===== src/rtl/counter_button_control.sv =====
`default_nettype none
// +--------------------------------------------------------------------------+
// | Module      : counter_button_control                                     |
// | Description : Push-button front end for the up/down enabled LED counter. |
// |               Each raw button is synchronised (2 flops), debounced and   |
// |               edge-detected; a STOPPED/RUNNING machine and a direction   |
// |               toggle drive the counter's control levels.                 |
// | Revision    : 1.0 - initial release                                      |
// +--------------------------------------------------------------------------+
// | Parameters                                                               |
// |   DEBOUNCE_CYCLES : stable cycles needed to accept a level (2..2^CNT_W-1)|
// |   CNT_W           : width of each debounce counter                       |
// | Ports                                                                    |
// |   CLK        in  : system clock, rising edge                             |
// |   RESET      in  : asynchronous active-low reset                         |
// |   BTN_RUN    in  : raw button, press toggles run/stop                    |
// |   BTN_DIR    in  : raw button, press toggles count direction             |
// |   BTN_CLR    in  : raw button, press clears the counter                  |
// |   CTR_ENABLE out : 1 while RUNNING                                       |
// |   CTR_CNTRL  out : 1 = count up, 0 = count down                          |
// |   CTR_CLEAR  out : one-cycle synchronous clear pulse                     |
// |   BTN_STATE  out : debounced levels {CLR, DIR, RUN}                      |
// | Build option                                                             |
// |   DIR_LOCK_EN : when defined, direction presses are ignored in RUNNING   |
// +--------------------------------------------------------------------------+
module counter_button_control #(
  parameter int DEBOUNCE_CYCLES = 1000000,
  parameter int CNT_W           = 20
) (
  input  logic       CLK,
  input  logic       RESET,
  input  logic       BTN_RUN,
  input  logic       BTN_DIR,
  input  logic       BTN_CLR,
  output logic       CTR_ENABLE,
  output logic       CTR_CNTRL,
  output logic       CTR_CLEAR,
  output logic [2:0] BTN_STATE
);

  localparam logic [CNT_W-1:0] c_CNT_MAX = CNT_W'(DEBOUNCE_CYCLES - 1);

  typedef enum logic [0:0] {
    ST_STOPPED = 1'b0,
    ST_RUNNING = 1'b1
  } state_t;

  // Bit order everywhere: [0]=RUN, [1]=DIR, [2]=CLR
  logic [2:0] w_raw;
  logic [2:0] w_db;
  logic [2:0] w_press;
  logic       w_dir_ok;
  state_t     r_state;

  assign w_raw = {BTN_CLR, BTN_DIR, BTN_RUN};

  for (genvar gi = 0; gi < 3; gi++) begin : g_btn
    logic             r_s1;
    logic             r_s2;
    logic             r_db;
    logic             r_db_q;
    logic [CNT_W-1:0] r_cnt;

    always_ff @(posedge CLK or negedge RESET) begin
      if (!RESET) begin
        r_s1   <= 1'b0;
        r_s2   <= 1'b0;
        r_db   <= 1'b0;
        r_db_q <= 1'b0;
        r_cnt  <= '0;
      end else begin
        r_s1   <= w_raw[gi];
        r_s2   <= r_s1;
        r_db_q <= r_db;
        // Any return to the accepted level restarts the stability count.
        if (r_s2 == r_db) begin
          r_cnt <= '0;
        end else if (r_cnt == c_CNT_MAX) begin
          r_db  <= r_s2;
          r_cnt <= '0;
        end else begin
          r_cnt <= r_cnt + 1'b1;
        end
      end
    end

    assign w_db[gi]    = r_db;
    // Rising edge of the accepted level only; releases generate no event.
    assign w_press[gi] = r_db & ~r_db_q;
  end

`ifdef DIR_LOCK_EN
  // Lock is judged on the current state, so a run+dir press from RUNNING
  // does not change direction even though the machine stops.
  assign w_dir_ok = w_press[1] & (r_state == ST_STOPPED);
`else
  assign w_dir_ok = w_press[1];
`endif

  always_ff @(posedge CLK or negedge RESET) begin
    if (!RESET) begin
      r_state    <= ST_STOPPED;
      CTR_ENABLE <= 1'b0;
      CTR_CNTRL  <= 1'b1;
      CTR_CLEAR  <= 1'b0;
      BTN_STATE  <= 3'b000;
    end else begin
      BTN_STATE <= w_db;
      CTR_CLEAR <= 1'b0;
      if (w_press[2]) begin
        // Clear wins over any run/dir press in the same cycle.
        r_state    <= ST_STOPPED;
        CTR_ENABLE <= 1'b0;
        CTR_CNTRL  <= 1'b1;
        CTR_CLEAR  <= 1'b1;
      end else begin
        if (w_press[0]) begin
          if (r_state == ST_RUNNING) begin
            r_state    <= ST_STOPPED;
            CTR_ENABLE <= 1'b0;
          end else begin
            r_state    <= ST_RUNNING;
            CTR_ENABLE <= 1'b1;
          end
        end
        if (w_dir_ok) begin
          CTR_CNTRL <= ~CTR_CNTRL;
        end
      end
    end
  end

endmodule
`default_nettype wire


===== config.mk =====
export PLATFORM = sky130hd
export DESIGN_NAME = counter_button_control
export DESIGN_NICKNAME = d
export VERILOG_FILES = /design/src/rtl/counter_button_control.sv
export SDC_FILE = /design/constraint.sdc
export NUM_CORES = 1
export LEC_CHECK = 0
export BUFFER_PORTS_ARGS = -buffer_cell sky130_fd_sc_hd__buf_4
export CAP_MARGIN = 0
export CORE_MARGIN = 1
export CORE_UTILIZATION = 38
export DETAILED_ROUTE_END_ITERATION = 10
export PLACE_DENSITY = 0.57
export SLEW_MARGIN = 25
export SYNTH_ARGS = -nofsm -noshare
export SYNTH_HDL_FRONTEND = slang
export SYNTH_SLANG_ARGS = --single-unit

===== constraint.sdc =====
create_clock -name CLK -period 2.8 [get_ports CLK]
set_input_delay 0.14 -clock CLK [delete_from_list [all_inputs] [get_ports CLK]]
set_output_delay 0.14 -clock CLK [all_outputs]
set_load 0.005 [all_outputs]

# [Word-level counts from Yosys, hierarchy flattened]
# Index checks and enable logic that the tools add are counted.
[totals] regBits=78 in_bits=5 out_inout_bits=6 word_cells=55
[op_classes] add_sub_neg=3 n_eq_ne=6 muxes=12 n_bitwise=10 n_reduce_logical=5
[op_table] op="2-to-1 mux 20 bit" count=6
[op_table] op="adder 20 x 1 -> 20 bit (second input constant)" count=3
[op_table] op="== test 20 bit (second input constant)" count=3
[op_table] op="NOT 1 bit" count=7
[op_table] op="2-to-1 mux 1 bit" count=6
[op_table] op="AND reduction 2 bit" count=3
[op_table] op="nonzero test 2 bit" count=2
[op_table] op="bitwise AND 1 bit" count=3
[op_table] op="== test 1 bit" count=3

# [Depth between registers and ports, before layout]
# Gate-level depths: netlist of run 1.
[depth] ltp_word=4 depth_mapped=6 depth_no_buf=5

# [Worst setup path before layout of run 1]
# OpenSTA, ideal clock, no wires.
[synth_timing] path_kind="register to register" start="register g_btn[1].r_cnt[0]" end="register g_btn[1].r_cnt[18]" setup_time_ns=0.080 arrival_ns=1.862 required_ns=2.720 setup_slack_ns=0.858 stages_incl_launch_ff=7 n_path_buf=1 synth_period_minus_slack_ns=1.942 path_cell_list="dfrtp_1 -> ha_1 -> nand2_1 -> or4_1 -> buf_2 -> or4_1 -> a21oi_1"
[synth_via] elab_chain_len=3 elab_cells_between_ends=4 classes_between="1 x add/sub; 1 x eq/ne; 2 x mux"
[synth_lines] item="from (decl)" line_no="62" source="logic [CNT_W-1:0] r_cnt;"
[synth_lines] item="from (signal assigned)" line_no="82" source="r_cnt <= r_cnt + 1'b1;"
[synth_lines] item="adder 20 x 1 -> 20 bit / == test 20 bit (equally long branches)" line_no="82, 78"
[synth_lines] item="2-to-1 mux 20 bit *" line_no="78" source="end else if (r_cnt == c_CNT_MAX) begin"
[synth_lines] item="2-to-1 mux 20 bit *" line_no="76" source="if (r_s2 == r_db) begin"
# Every way passes the cells marked *; elsewhere a longest branch is shown, timed or not.
# A chain may end at the register's enable or synchronous reset.

# [Final worst setup path of run 1]
# Same ends and word-level chain as after synthesis.

==> flow_metrics.env, run 1 <==
export IMPL_finalNetCount=373
export IMPL_grt_setup_unrepaired="no"
export IMPL_synth_area_leader_cell="dfrtp_1"
export IMPL_area_delta_synth_final_pct=13.0
export IMPL_ys_ff_latch=75
export IMPL_groute_usage_overall=0.148
export IMPL_post_synth_xor_area_fraction=0.109
export IMPL_wire_per_inst_um=13.3
export IMPL_worstPathCellList="ha_1, nand2_1, or4_1, or4_1, a21oi_1"
export IMPL_wirelength_mm=6.34
export IMPL_reg2reg_from="g_btn[1].r_cnt[0]"
export IMPL_htree_num_levels=3
export IMPL_setup_worst_path_start_class="flop"
export IMPL_cell_rows=34
export IMPL_die_w_um=98.6
export IMPL_diodes=0
export IMPL_post_synth_inst_count=350
export IMPL_detail_route_iter0_violations=76
export IMPL_fin_total_pwr_w=0.00219
export IMPL_cts_made_buffers=9
export IMPL_clock_path_buffers=2
export IMPL_critPathMostFrequentCell="or4_1"
export IMPL_post_synth_top_area_fraction=0.523
export IMPL_worst_r2r_end="g_btn[1].r_cnt[18]"
export IMPL_timing_critical_path_slowest_stage_cell="or4_1"
export IMPL_maximum_number_of_pins_on_one_net_before_global_route_repair=76
export IMPL_tritoncts="done"
export IMPL_fin_setup_tns_ns=0
export IMPL_gp_congestion=0.801
export IMPL_grt_pass1_wl_mm=11.3
export IMPL_timing_worst_slew_pin_value_ns=0.667
export IMPL_largest_family_of_logic_cells_by_synthesized_area="simple AND/OR/NAND/NOR gates"
export IMPL_placement_io_buffers=10
export IMPL_synth_edff_count=0
export IMPL_cts_hold_buf=4
export IMPL_slew_headroom=0.555
export IMPL_ys_top_cells_by_area="dfrtp_1 (52%), xnor2_1 (7.4%), nor2_1 (5.4%)"
export IMPL_yosys_most_used_dff="dfrtp_1"
export IMPL_worst_min_delay_path_category="reg -> reg"
export IMPL_reg2reg_slack_ns=0.75
export IMPL_number_of_hold_slack_violations_in_the_final_timing_report=0
export IMPL_fin_worst_hold_slack_ns=0.357
export IMPL_post_cts_setup_buffers=0
export IMPL_route_detailed_drc=0
export IMPL_post_synth_and_or_nand_nor_area_fraction=0.258
export IMPL_hold_depth=0
export IMPL_mean_instance_size_in_the_synthesized_netlist_um2=10.1
export IMPL_synth_cell_types=41
export IMPL_power_density_mw_per_mm2=548
export IMPL_yosys_warnings=0
export IMPL_clkSlewWorstSetupHoldPaths_ns=0.08
export IMPL_final_period_utilization=0.732
export IMPL_period_needed_ns=2.05
export IMPL_leakage_nw=1.62
export IMPL_timing_setup_critical_path_class="reg -> reg"
export IMPL_syn_cell_area_mm2=0.00354
export IMPL_design_die_area_mm2=0.00972
export IMPL_slowest_delay_ns=0.65
export IMPL_synthesis_nets=358
export IMPL_num_vias=2485
export IMPL_stdcell_area_mm2=0.00400
export IMPL_clock_sinks=75
export IMPL_ant_nets=0
export IMPL_vdd_drop_max_mv=0.275
export IMPL_worst_ep_required_time_ns=3.07
export IMPL_pre_cts_slack_ns=0.753
export IMPL_hold_path_startpoint="g_btn[1].r_s1"
export IMPL_post_route_cells_drive_above_1_share=0.114
export IMPL_top_level_ports=11
export IMPL_max_clock_freq_mhz=488
export IMPL_max_cap_violations=0
export IMPL_number_of_global_route_vias_before_repair=2479
export IMPL_hold_path_endpoint="g_btn[1].r_s2"
export IMPL_antenna_found_initial=0
export IMPL_run_status="complete, no violations"
export IMPL_synth_seq_area_share=0.530
export IMPL_dieHeight_um=98.6
export IMPL_report_final_setup_viol=0
export IMPL_worst_endpoint_arrival_ns=2.32
export IMPL_drv_slew=0
export IMPL_fraction_of_the_mapped_netlist_area_in_compound_gates=0.0530
export IMPL_design_core_area_mm2=0.00889
export IMPL_muxShareOfSynthArea=0.0124
export IMPL_clock_root_buffer="clkbuf_8"
export IMPL_postPlaceCellArea_mm2=0.00371
export IMPL_cts_resized=0
export IMPL_worstSetupEndpointType="flop"
export IMPL_fin_skew_ns=0.0137
export IMPL_worst_r2r_cell_count=5
export IMPL_dp_final_hpwl_mm=4.32
export IMPL_insertion_delay_of_the_later_clocked_pin_in_the_worst_skew_pair_ns=0.35
export IMPL_worst_path_fanout_max=8
export IMPL_detailedRoute_firstPassIterationCount=4
export IMPL_synth_adder_area_share=0.0106
export IMPL_synthArstFlopShare=1.00
export IMPL_grt_ovfl_total=0
export IMPL_final_setup_worst_slack_ns=0.750
export IMPL_avgViaCountPerCell=5.20
export IMPL_initial_util=0.399
[stage by stage]
step,instances,util
2_1_floorplan,350,-
3_5_place_dp,458,0.418
6_report,478,0.450
5_1_grt,478,0.450
4_1_cts,478,0.450
3_3_place_gp,458,0.418
[area by class of cell]
| type | instances | area [um2] |
|---|---|---|
| repair buffers | 17 | 141 |
| multi-input cells | 253 | 1570 |
| inverters | 9 | 33.8 |
| well taps | 108 | 135 |
| fillers | 837 | 4890 |
| flip-flops and latches | 75 | 1880 |
| clock buffers | 9 | 124 |
| clock inverters | 7 | 124 |
[per-layer routing]
| layer | track usage | vias to the layer above | share of wire |
|---|---|---|---|
| met3 | 0.0355 | 6 | 0.027 |
| met2 | 0.235 | 23 | 0.46 |
| met4 | 0.0666 | 0 | 0.013 |
| met1 | 0.192 | 1198 | 0.50 |
| met5 | 0 | - | 0 |
| li1 | - | 1258 | - |
[Yosys cell counts, drive strengths merged (9+ instances only)]
cell type,instances
xnor2,30
nor4,14
inv,9
a21oi,15
o21ai,13
nand2,20
dfrtp,74
nand4,15
nand3,18
xor2,14
nor2,51
or3,10
[cells in the final DEF (no fill, tap or decap), types with 7 or more instances in the layout]
cell / netlist / routed
clkbuf_8: 0 / 9
inv_1: 9 / 9
nand3_1: 17 / 17
xnor2_1: 30 / 30
or3_1: 7 / 7
o21ai_0: 11 / 11
nand2_1: 20 / 20
nor3_1: 8 / 8
nor2_1: 51 / 51
nand4_1: 15 / 15
a21oi_1: 15 / 15
buf_4: 3 / 12
nor4_1: 14 / 14
dfrtp_1: 74 / 74
xor2_1: 14 / 14
[flip-flops by register name (all words and copies together), names as in the netlist]
| signal | count |
|---|---|
| g_btn.r_s1 | 3 |
| g_btn.r_db | 3 |
| r_state | 1 |
| g_btn.r_cnt | 60 |
| BTN_STATE | 3 |
| g_btn.r_s2 | 3 |
| CTR_CLEAR | 1 |
| CTR_CNTRL | 1 |
[critical path: cells and delay by family, from the launching register on]
kind                       cells  cell delay [ns]
AOI/OAI and AO/OA              1             0.15
DFF                            1             0.38
adders and majority gates      1             0.21
and+or+nand+nor                3             1.24
[power breakdown]
part,switching (W),internal [W]
logic,0.0000451,0.0000231
registers,0.0000122,0.00110
clock network,0.000418,0.000598
[logic make-up (layout without fill, tap and decap cells)]
group	Yosys count	in the layout
buffers and inverters	22	42
DFF	75	75
adders and majority gates	3	3
xor gates and xnor gates	44	44
muxes	4	4
AOI/OAI and AO/OA	31	31
and+or+nand+nor	171	171
[worst max path at each step]
stage / from / endpoint / slack (ns) / depth (start not counted)
6_report: g_btn[1].r_cnt[0] / g_btn[1].r_cnt[18] / 0.75 / 5
5_1_grt: g_btn[0].r_cnt[4] / g_btn[0].r_cnt[18] / 0.59 / 4
4_1_cts: g_btn[1].r_cnt[0] / g_btn[1].r_cnt[18] / 0.74 / 5
3_5_place_dp: g_btn[1].r_cnt[0] / g_btn[1].r_cnt[18] / 0.75 / 5
3_3_place_gp: g_btn[1].r_cnt[0] / g_btn[1].r_cnt[18] / 0.80 / 5
2_1_floorplan: g_btn[1].r_cnt[0] / g_btn[1].r_cnt[18] / 0.86 / 6
Note: power is estimated with default switching activity, not from simulation.
==> inputs of run 2 (changes only) <==
- ABC_AREA: not set -> 1
- PLACE_DENSITY: 0.57 -> 0.59
- clock period: 2.8 -> 1.65 ns (I/O delays scaled with it)
==> run 2 against run 1 <==
Effect of this change: highest routed layer unchanged; critical path type unchanged; first-iteration DRC count grew 71%; global-route usage grew 2.5 points; sequential cell count is the same; synthesized cell count grew 39%; sequential power grew 69%; die area grew 9.0%; non-clock buffer count grew 5; critical path depth grew 2; critical endpoint is now g_btn[0].r_cnt[16].
==> flow_metrics.env, run 2 <==
export IMPL_post_synth_inst_count=486
export IMPL_timing_critical_path_slowest_stage_cell="dfrtp_1"
export IMPL_power_density_mw_per_mm2=814
export IMPL_initial_util=0.394
export IMPL_synthArstFlopShare=1.00
export IMPL_ant_nets=0
export IMPL_worstSetupEndpointType="flop"
export IMPL_wire_per_inst_um=11.9
export IMPL_gp_congestion=0.856
export IMPL_cell_rows=36
export IMPL_final_period_utilization=0.907
export IMPL_timing_worst_slew_pin_value_ns=0.504
export IMPL_worst_endpoint_arrival_ns=1.75
export IMPL_maximum_number_of_pins_on_one_net_before_global_route_repair=35
export IMPL_slowest_delay_ns=0.38
export IMPL_report_final_setup_viol=0
export IMPL_worst_path_fanout_max=4
export IMPL_area_delta_synth_final_pct=14.5
export IMPL_register_ranked_first_by_flip_flop_count="g_btn.r_cnt"
export IMPL_period_needed_ns=1.50
export IMPL_tritoncts="done"
export IMPL_grt_setup_unrepaired="no"
export IMPL_htree_num_levels=3
export IMPL_run_status="complete, no violations"
export IMPL_wirelength_mm=7.77
export IMPL_layout_common_cells="nor2_1 (127), nand2_1 (87), dfrtp_1 (74)"
export IMPL_finalNetCount=524
export IMPL_design_core_area_mm2=0.00982
export IMPL_mean_instance_size_in_the_synthesized_netlist_um2=7.96
export IMPL_cts_made_buffers=9
export IMPL_synth_top_cells_by_count="nor2_1 (127), nand2_1 (89), dfrtp_1 (74), nand3_1 (48), inv_1 (44)"
export IMPL_grt_pass1_wl_mm=13.9
export IMPL_antenna_found_initial=0
export IMPL_vdd_drop_max_mv=0.480
export IMPL_design_die_area_mm2=0.0106
export IMPL_fin_setup_tns_ns=0
export IMPL_clock_root_buffer="clkbuf_8"
export IMPL_slew_headroom=0.663
export IMPL_route_detailed_drc=0
export IMPL_die_w_um=103
export IMPL_grt_ovfl_total=0
export IMPL_setup_worst_path_start_class="flop"
export IMPL_avgViaCountPerCell=4.76
export IMPL_clock_sinks=75
export IMPL_number_of_flip_flops_in_the_largest_register=60
export IMPL_number_of_hold_slack_violations_in_the_final_timing_report=0
export IMPL_max_clock_freq_mhz=669
export IMPL_clkSlewWorstSetupHoldPaths_ns=0.08
export IMPL_post_synth_top_area_fraction=0.479
export IMPL_worst_ep_required_time_ns=1.91
export IMPL_placement_io_buffers=10
export IMPL_yosys_most_used_dff="dfrtp_1"
export IMPL_groute_usage_overall=0.173
export IMPL_critPathMostFrequentCell="nor2_1"
export IMPL_most_frequent_cell_after_synthesis="nor2_1"
export IMPL_mostFrequentLayoutCell="nor2_1"
export IMPL_synth_seq_area_share=0.485
export IMPL_insertion_delay_of_the_later_clocked_pin_in_the_worst_skew_pair_ns=0.36
export IMPL_yosys_warnings=0
export IMPL_syn_cell_area_mm2=0.00387
export IMPL_detail_route_iter0_violations=130
export IMPL_top_level_ports=11
export IMPL_worstPathCellList="ha_1, nand3_1, inv_1, nand2_1, nor2_1, nor3b_1, nor2_1"
export IMPL_num_vias=3114
export IMPL_fin_skew_ns=0.00724
export IMPL_synth_area_leader_cell="dfrtp_1"
export IMPL_ys_top_cells_by_area="dfrtp_1 (48%), nor2_1 (12%), nand2_1 (8.6%)"
export IMPL_dieHeight_um=103
export IMPL_post_route_cells_drive_above_1_share=0.119
export IMPL_fin_total_pwr_w=0.00361
export IMPL_max_cap_violations=0
export IMPL_drv_slew=0
export IMPL_number_of_global_route_vias_before_repair=3063
export IMPL_worst_min_delay_path_category="in -> async"
export IMPL_clock_path_buffers=2
export IMPL_ys_ff_latch=75
export IMPL_synthesis_nets=494
export IMPL_timing_setup_critical_path_class="reg -> reg"
export IMPL_synth_edff_count=0
export IMPL_diodes=0
export IMPL_leakage_nw=1.92
export IMPL_synth_cell_types=27
export IMPL_detailedRoute_firstPassIterationCount=4
export IMPL_dp_final_hpwl_mm=5.73
## run 2: timing repair
item,in CTS,in global routing
setup endpoints to repair,0,10
hold buffers,4,0
gates resized for setup,0,3
hold endpoints to repair,34,0
buffers inserted,0,2
## run 2: cell type report
cell class                      count  area [um2]
Tap cell                          133         166
Sequential cell                    75        1880
Timing Repair Buffer               22         188
Multi-Input combinational cell    361        1800
Clock inverter                      7        98.8
Clock buffer                        9         124
Fill cell                        1015        5390
Inverter                           47         176
## run 2: final timing paths
path                                    from                  to  slack (ns)  cells past startpoint
max                        g_btn[0].r_cnt[0]  g_btn[0].r_cnt[16]        0.15                      7
min                                    RESET  g_btn[1].r_cnt[13]        0.20                      2
max reg2reg                g_btn[0].r_cnt[0]  g_btn[0].r_cnt[16]        0.15                      7
min reg2reg                    g_btn[0].r_s1       g_btn[0].r_s2        0.35                      0
max in group asynchronous              RESET           CTR_CNTRL        0.89                      3
min in group CLK               g_btn[0].r_s1       g_btn[0].r_s2        0.35                      0
## run 2: per-stage QoR
| step | area (um2) | util | setup WS, ns | hold WS [ns] | instances |
|---|---|---|---|---|---|
| 2_1_floorplan | 3870 | - | 0.323 | -0.213 | 486 |
| 3_3_place_gp | 4150 | 0.422 | 0.199 | 0.0652 | 632 |
| 3_5_place_dp | 4150 | 0.422 | 0.132 | 0.0616 | 632 |
| 4_1_cts | 4410 | 0.449 | 0.122 | 0.201 | 652 |
| 5_1_grt | 4430 | 0.451 | 0.0138 | 0.259 | 654 |
| 6_report | 4430 | 0.451 | 0.154 | 0.201 | 654 |
## run 2: kinds of logic after synthesis
group	synth area share
AO/OA/AOI/OAI	0.0246
XOR/XNOR	0.0724
adder cells (fa/ha/maj)	0.00970
buffers and inverters	0.0514
flip-flops	0.485
AND/OR/NAND/NOR	0.356
## run 2: power by group
part	switching [W]	leakage [nW]	total (W)	internal, W
sequential	0.0000185	1.02	0.00188	0.00186
clock	0.000734	0.110	0.00159	0.000861
combinational	0.0000860	0.788	0.000133	0.0000471
total	0.000838	1.92	0.00361	0.00277
## run 2: metal layers
layer / track usage / vias up / share of wire
li1: - / 1595 / -
met1: 0.230 / 1449 / 0.49
met2: 0.267 / 57 / 0.45
met3: 0.0454 / 13 / 0.038
met4: 0.0748 / 0 / 0.023
met5: 0 / - / 0
## run 2: worst max-delay path, delay by kind of cell (launching register included)
kind | cells | cell delay (ns)
adders and majority gates | 1 | 0.20
buffers and inverters | 1 | 0.09
DFF | 1 | 0.38
and+or+nand+nor | 5 | 0.72
==> inputs of run 3 (changes only) <==
- ABC_AREA: 1 -> not set
- CELL_PAD_IN_SITES_DETAIL_PLACEMENT: not set -> 0
- CELL_PAD_IN_SITES_GLOBAL_PLACEMENT: not set -> 1
- PLACE_DENSITY: 0.59 -> 0.7
==> run 3 against run 2 <==
Effect of this change: global-route usage fell by 0.39 points; highest routed layer unchanged; sequential power hardly changed; via count is 8.4% lower; clock power down 24%; cell count decreased by 15%; total power is 9.3% lower; sequential cell count stayed put; sequential share of layout area is 3.1 points lower; combinational power grew 35%; clock-buffer cell count increased by 4; non-clock buffer count increased by 76; the run now ends with negative setup slack left; hold slack improved by 0.044 ns.
==> flow_metrics.env, run 3 (same netlist as run 1, synthesis figures left out) <==
export IMPL_stdcell_area_mm2=0.00478
export IMPL_placement_io_buffers=10
export IMPL_worst_min_delay_path_category="in -> async"
export IMPL_die_w_um=98.6
export IMPL_timing_critical_path_slowest_stage_cell="or4_1"
export IMPL_power_dissipated_by_switching_net_loads_w=0.000785
export IMPL_register_ranked_first_by_flip_flop_count="g_btn.r_cnt"
export IMPL_critPathTopFamily="simple AND/OR/NAND/NOR gates"
export IMPL_number_of_global_route_vias_before_repair=2900
export IMPL_cts_made_buffers=9
export IMPL_postPlaceCellArea_mm2=0.00423
export IMPL_worst_path_fanout_max=7
export IMPL_setup_worst_path_start_class="flop"
export IMPL_grt_ovfl_total=0
export IMPL_number_of_flip_flops_in_the_largest_register=60
export IMPL_run_status="complete, but fails checks"
export IMPL_final_period_utilization=1.08
export IMPL_initial_util=0.399
export IMPL_groute_usage_overall=0.169
export IMPL_timing_setup_critical_path_class="reg -> reg"
export IMPL_area_delta_synth_final_pct=35.0
export IMPL_route_detailed_drc=0
export IMPL_fin_worst_hold_slack_ns=0.245
export IMPL_reg2reg_slack_ns=-0.12
export IMPL_wire_per_inst_um=14.0
export IMPL_grt_setup_unrepaired="yes"
export IMPL_worst_r2r_end="g_btn[1].r_cnt[18]"
export IMPL_logic_gate_share_of_total_power=0.055
export IMPL_clock_root_buffer="clkbuf_8"
export IMPL_period_needed_ns=1.77
export IMPL_critPathBufInv=0
export IMPL_ant_nets=0
export IMPL_clock_sinks=75
export IMPL_crit_path_end="g_btn[1].r_cnt[18]"
export IMPL_maximum_number_of_pins_on_one_net_before_global_route_repair=38
export IMPL_worst_path_stages=5
export IMPL_design_core_area_mm2=0.00889
export IMPL_mostFrequentLayoutCell="buf_4"
export IMPL_setup_worst_path_start="g_btn[1].r_cnt[1]"
export IMPL_vdd_drop_max_mv=0.427
export IMPL_max_clock_freq_mhz=563
export IMPL_wirelength_mm=7.82
export IMPL_power_share_sequential=0.576
export IMPL_violations_in_the_final_reports="negative setup slack"
export IMPL_cell_rows=34
export IMPL_p_sw_frac=0.240
export IMPL_tritoncts="done"
export IMPL_worst_ep_required_time_ns=1.93
export IMPL_num_vias=2851
export IMPL_max_cap_violations=0
export IMPL_top_level_ports=11
export IMPL_diodes=0
export IMPL_worstPathCellList="ha_2, nand2_2, or4_4, or4_1, a21oi_1"
export IMPL_dp_final_hpwl_mm=5.16
export IMPL_slew_headroom=0.668
export IMPL_leakage_nw=2.02
export IMPL_internal_power_w=0.00249
export IMPL_number_of_hold_slack_violations_in_the_final_timing_report=0
export IMPL_power_density_mw_per_mm2=684
export IMPL_reg2reg_from="g_btn[1].r_cnt[1]"
export IMPL_htree_num_levels=3
export IMPL_drv_slew=0
export IMPL_clock_share_of_power=0.369
export IMPL_worstSetupEndpointType="flop"
export IMPL_worst_endpoint_arrival_ns=2.05
export IMPL_layout_common_cells="buf_4 (85), dfrtp_1 (73), nor2_1 (41)"
export IMPL_fillerInstances=796
export IMPL_clkSlewWorstSetupHoldPaths_ns=0.08
export IMPL_clock_path_buffers=2
export IMPL_finalNetCount=454
export IMPL_report_final_setup_viol=25
export IMPL_fin_skew_ns=0.00918
export IMPL_dieHeight_um=98.6
export IMPL_gp_congestion=0.781
export IMPL_detailedRoute_firstPassIterationCount=4
export IMPL_insertion_delay_of_the_later_clocked_pin_in_the_worst_skew_pair_ns=0.34
export IMPL_timing_worst_slew_pin_value_ns=0.498
export IMPL_slowest_delay_ns=0.52
export IMPL_avgViaCountPerCell=5.10
export IMPL_worst_r2r_cell_count=5
export IMPL_final_setup_worst_slack_ns=-0.125
export IMPL_detail_route_iter0_violations=60
export IMPL_antenna_found_initial=0
export IMPL_post_route_cells_drive_above_1_share=0.364
export IMPL_grt_pass1_wl_mm=13.0
export IMPL_design_die_area_mm2=0.00972
export IMPL_fin_total_pwr_w=0.00327
==> run 3: changes by cell type in the layout (fill, tap and decap cells not counted), moves of 7 or more <==
cell,previous run,this run
nor2_1,127,41
buf_4,17,85
nand2_1,87,19
inv_1,44,9
nand3_1,48,14
xnor2_1,11,30
a21oi_2,0,9
buf_6,0,8
nand4_1,7,15
nor4_1,0,8
xor2_1,21,14
==> run 3: stage by stage <==
step	util	TNS (ns)	worst slack [ns]	std cells
3_3_place_gp	0.476	-0.870	-0.198	520
2_1_floorplan	-	-0.781	-0.172	350
3_5_place_dp	0.476	-1.27	-0.215	520
5_1_grt	0.538	-3.98	-0.192	559
4_1_cts	0.507	-0.301	-0.113	544
6_report	0.538	-1.79	-0.125	559
==> run 3: power by group through the flow <==
stage	combinational (W)	clock (W)	sequential [W]
global route	0.000203	0.00131	0.00189
global placement	0.000137	0	0.00192
finish	0.000179	0.00121	0.00188
floorplan	0.0000586	0	0.00191
CTS	0.000153	0.00124	0.00188
detailed placement	0.000138	0	0.00192
==> run 3: worst min-delay path by stage <==
| stage | start | to | slack, ns | depth (start not counted) |
|---|---|---|---|---|
| global placement | RESET | g_btn[2].r_cnt[18] | 0.09 | 1 |
| detailed placement | RESET | g_btn[2].r_cnt[18] | 0.09 | 1 |
| floorplan | RESET | BTN_STATE[0] | -0.21 | 0 |
| finish | RESET | g_btn[2].r_cnt[18] | 0.25 | 2 |
| global route | RESET | g_btn[2].r_cnt[18] | 0.29 | 2 |
| CTS | RESET | g_btn[2].r_cnt[19] | 0.26 | 2 |
==> run 3: final cells by class <==
class                   count  area [um2]  share of cell area
flip-flops and latches     75        1880               0.393
multi-input cells         253        1790               0.375
repair buffers             98         788               0.165
clock buffers              13         139              0.0290
well taps                 108         135              0.0283
inverters                   9        33.8             0.00706
clock inverters             3        15.0             0.00314
==> run 3: timing repair <==
item                       4_1_cts  5_1_grt
hold endpoints to repair        37        0
pin swaps                        6       16
resized for setup               12       42
setup buffers                    4       13
gates cloned                     0        2
hold buffers                     4        0
setup endpoints to repair       14       57
==> run 3: metal layers <==
| metal | track usage | vias to the layer above | part of all wire |
|---|---|---|---|
| met5 | 0 | - | 0 |
| met3 | 0.0340 | 7 | 0.022 |
| met2 | 0.296 | 30 | 0.51 |
| met4 | 0.0586 | 0 | 0.011 |
| met1 | 0.208 | 1397 | 0.46 |
| li1 | - | 1417 | - |
==> run 3: worst register-to-register path, delay by kind of cell (launching register included) <==
kind	cells	cell delay [ns]
AO/OA/AOI/OAI	1	0.13
adder cells (fa/ha/maj)	1	0.20
flip-flops	1	0.36
AND/OR/NAND/NOR	3	1.03
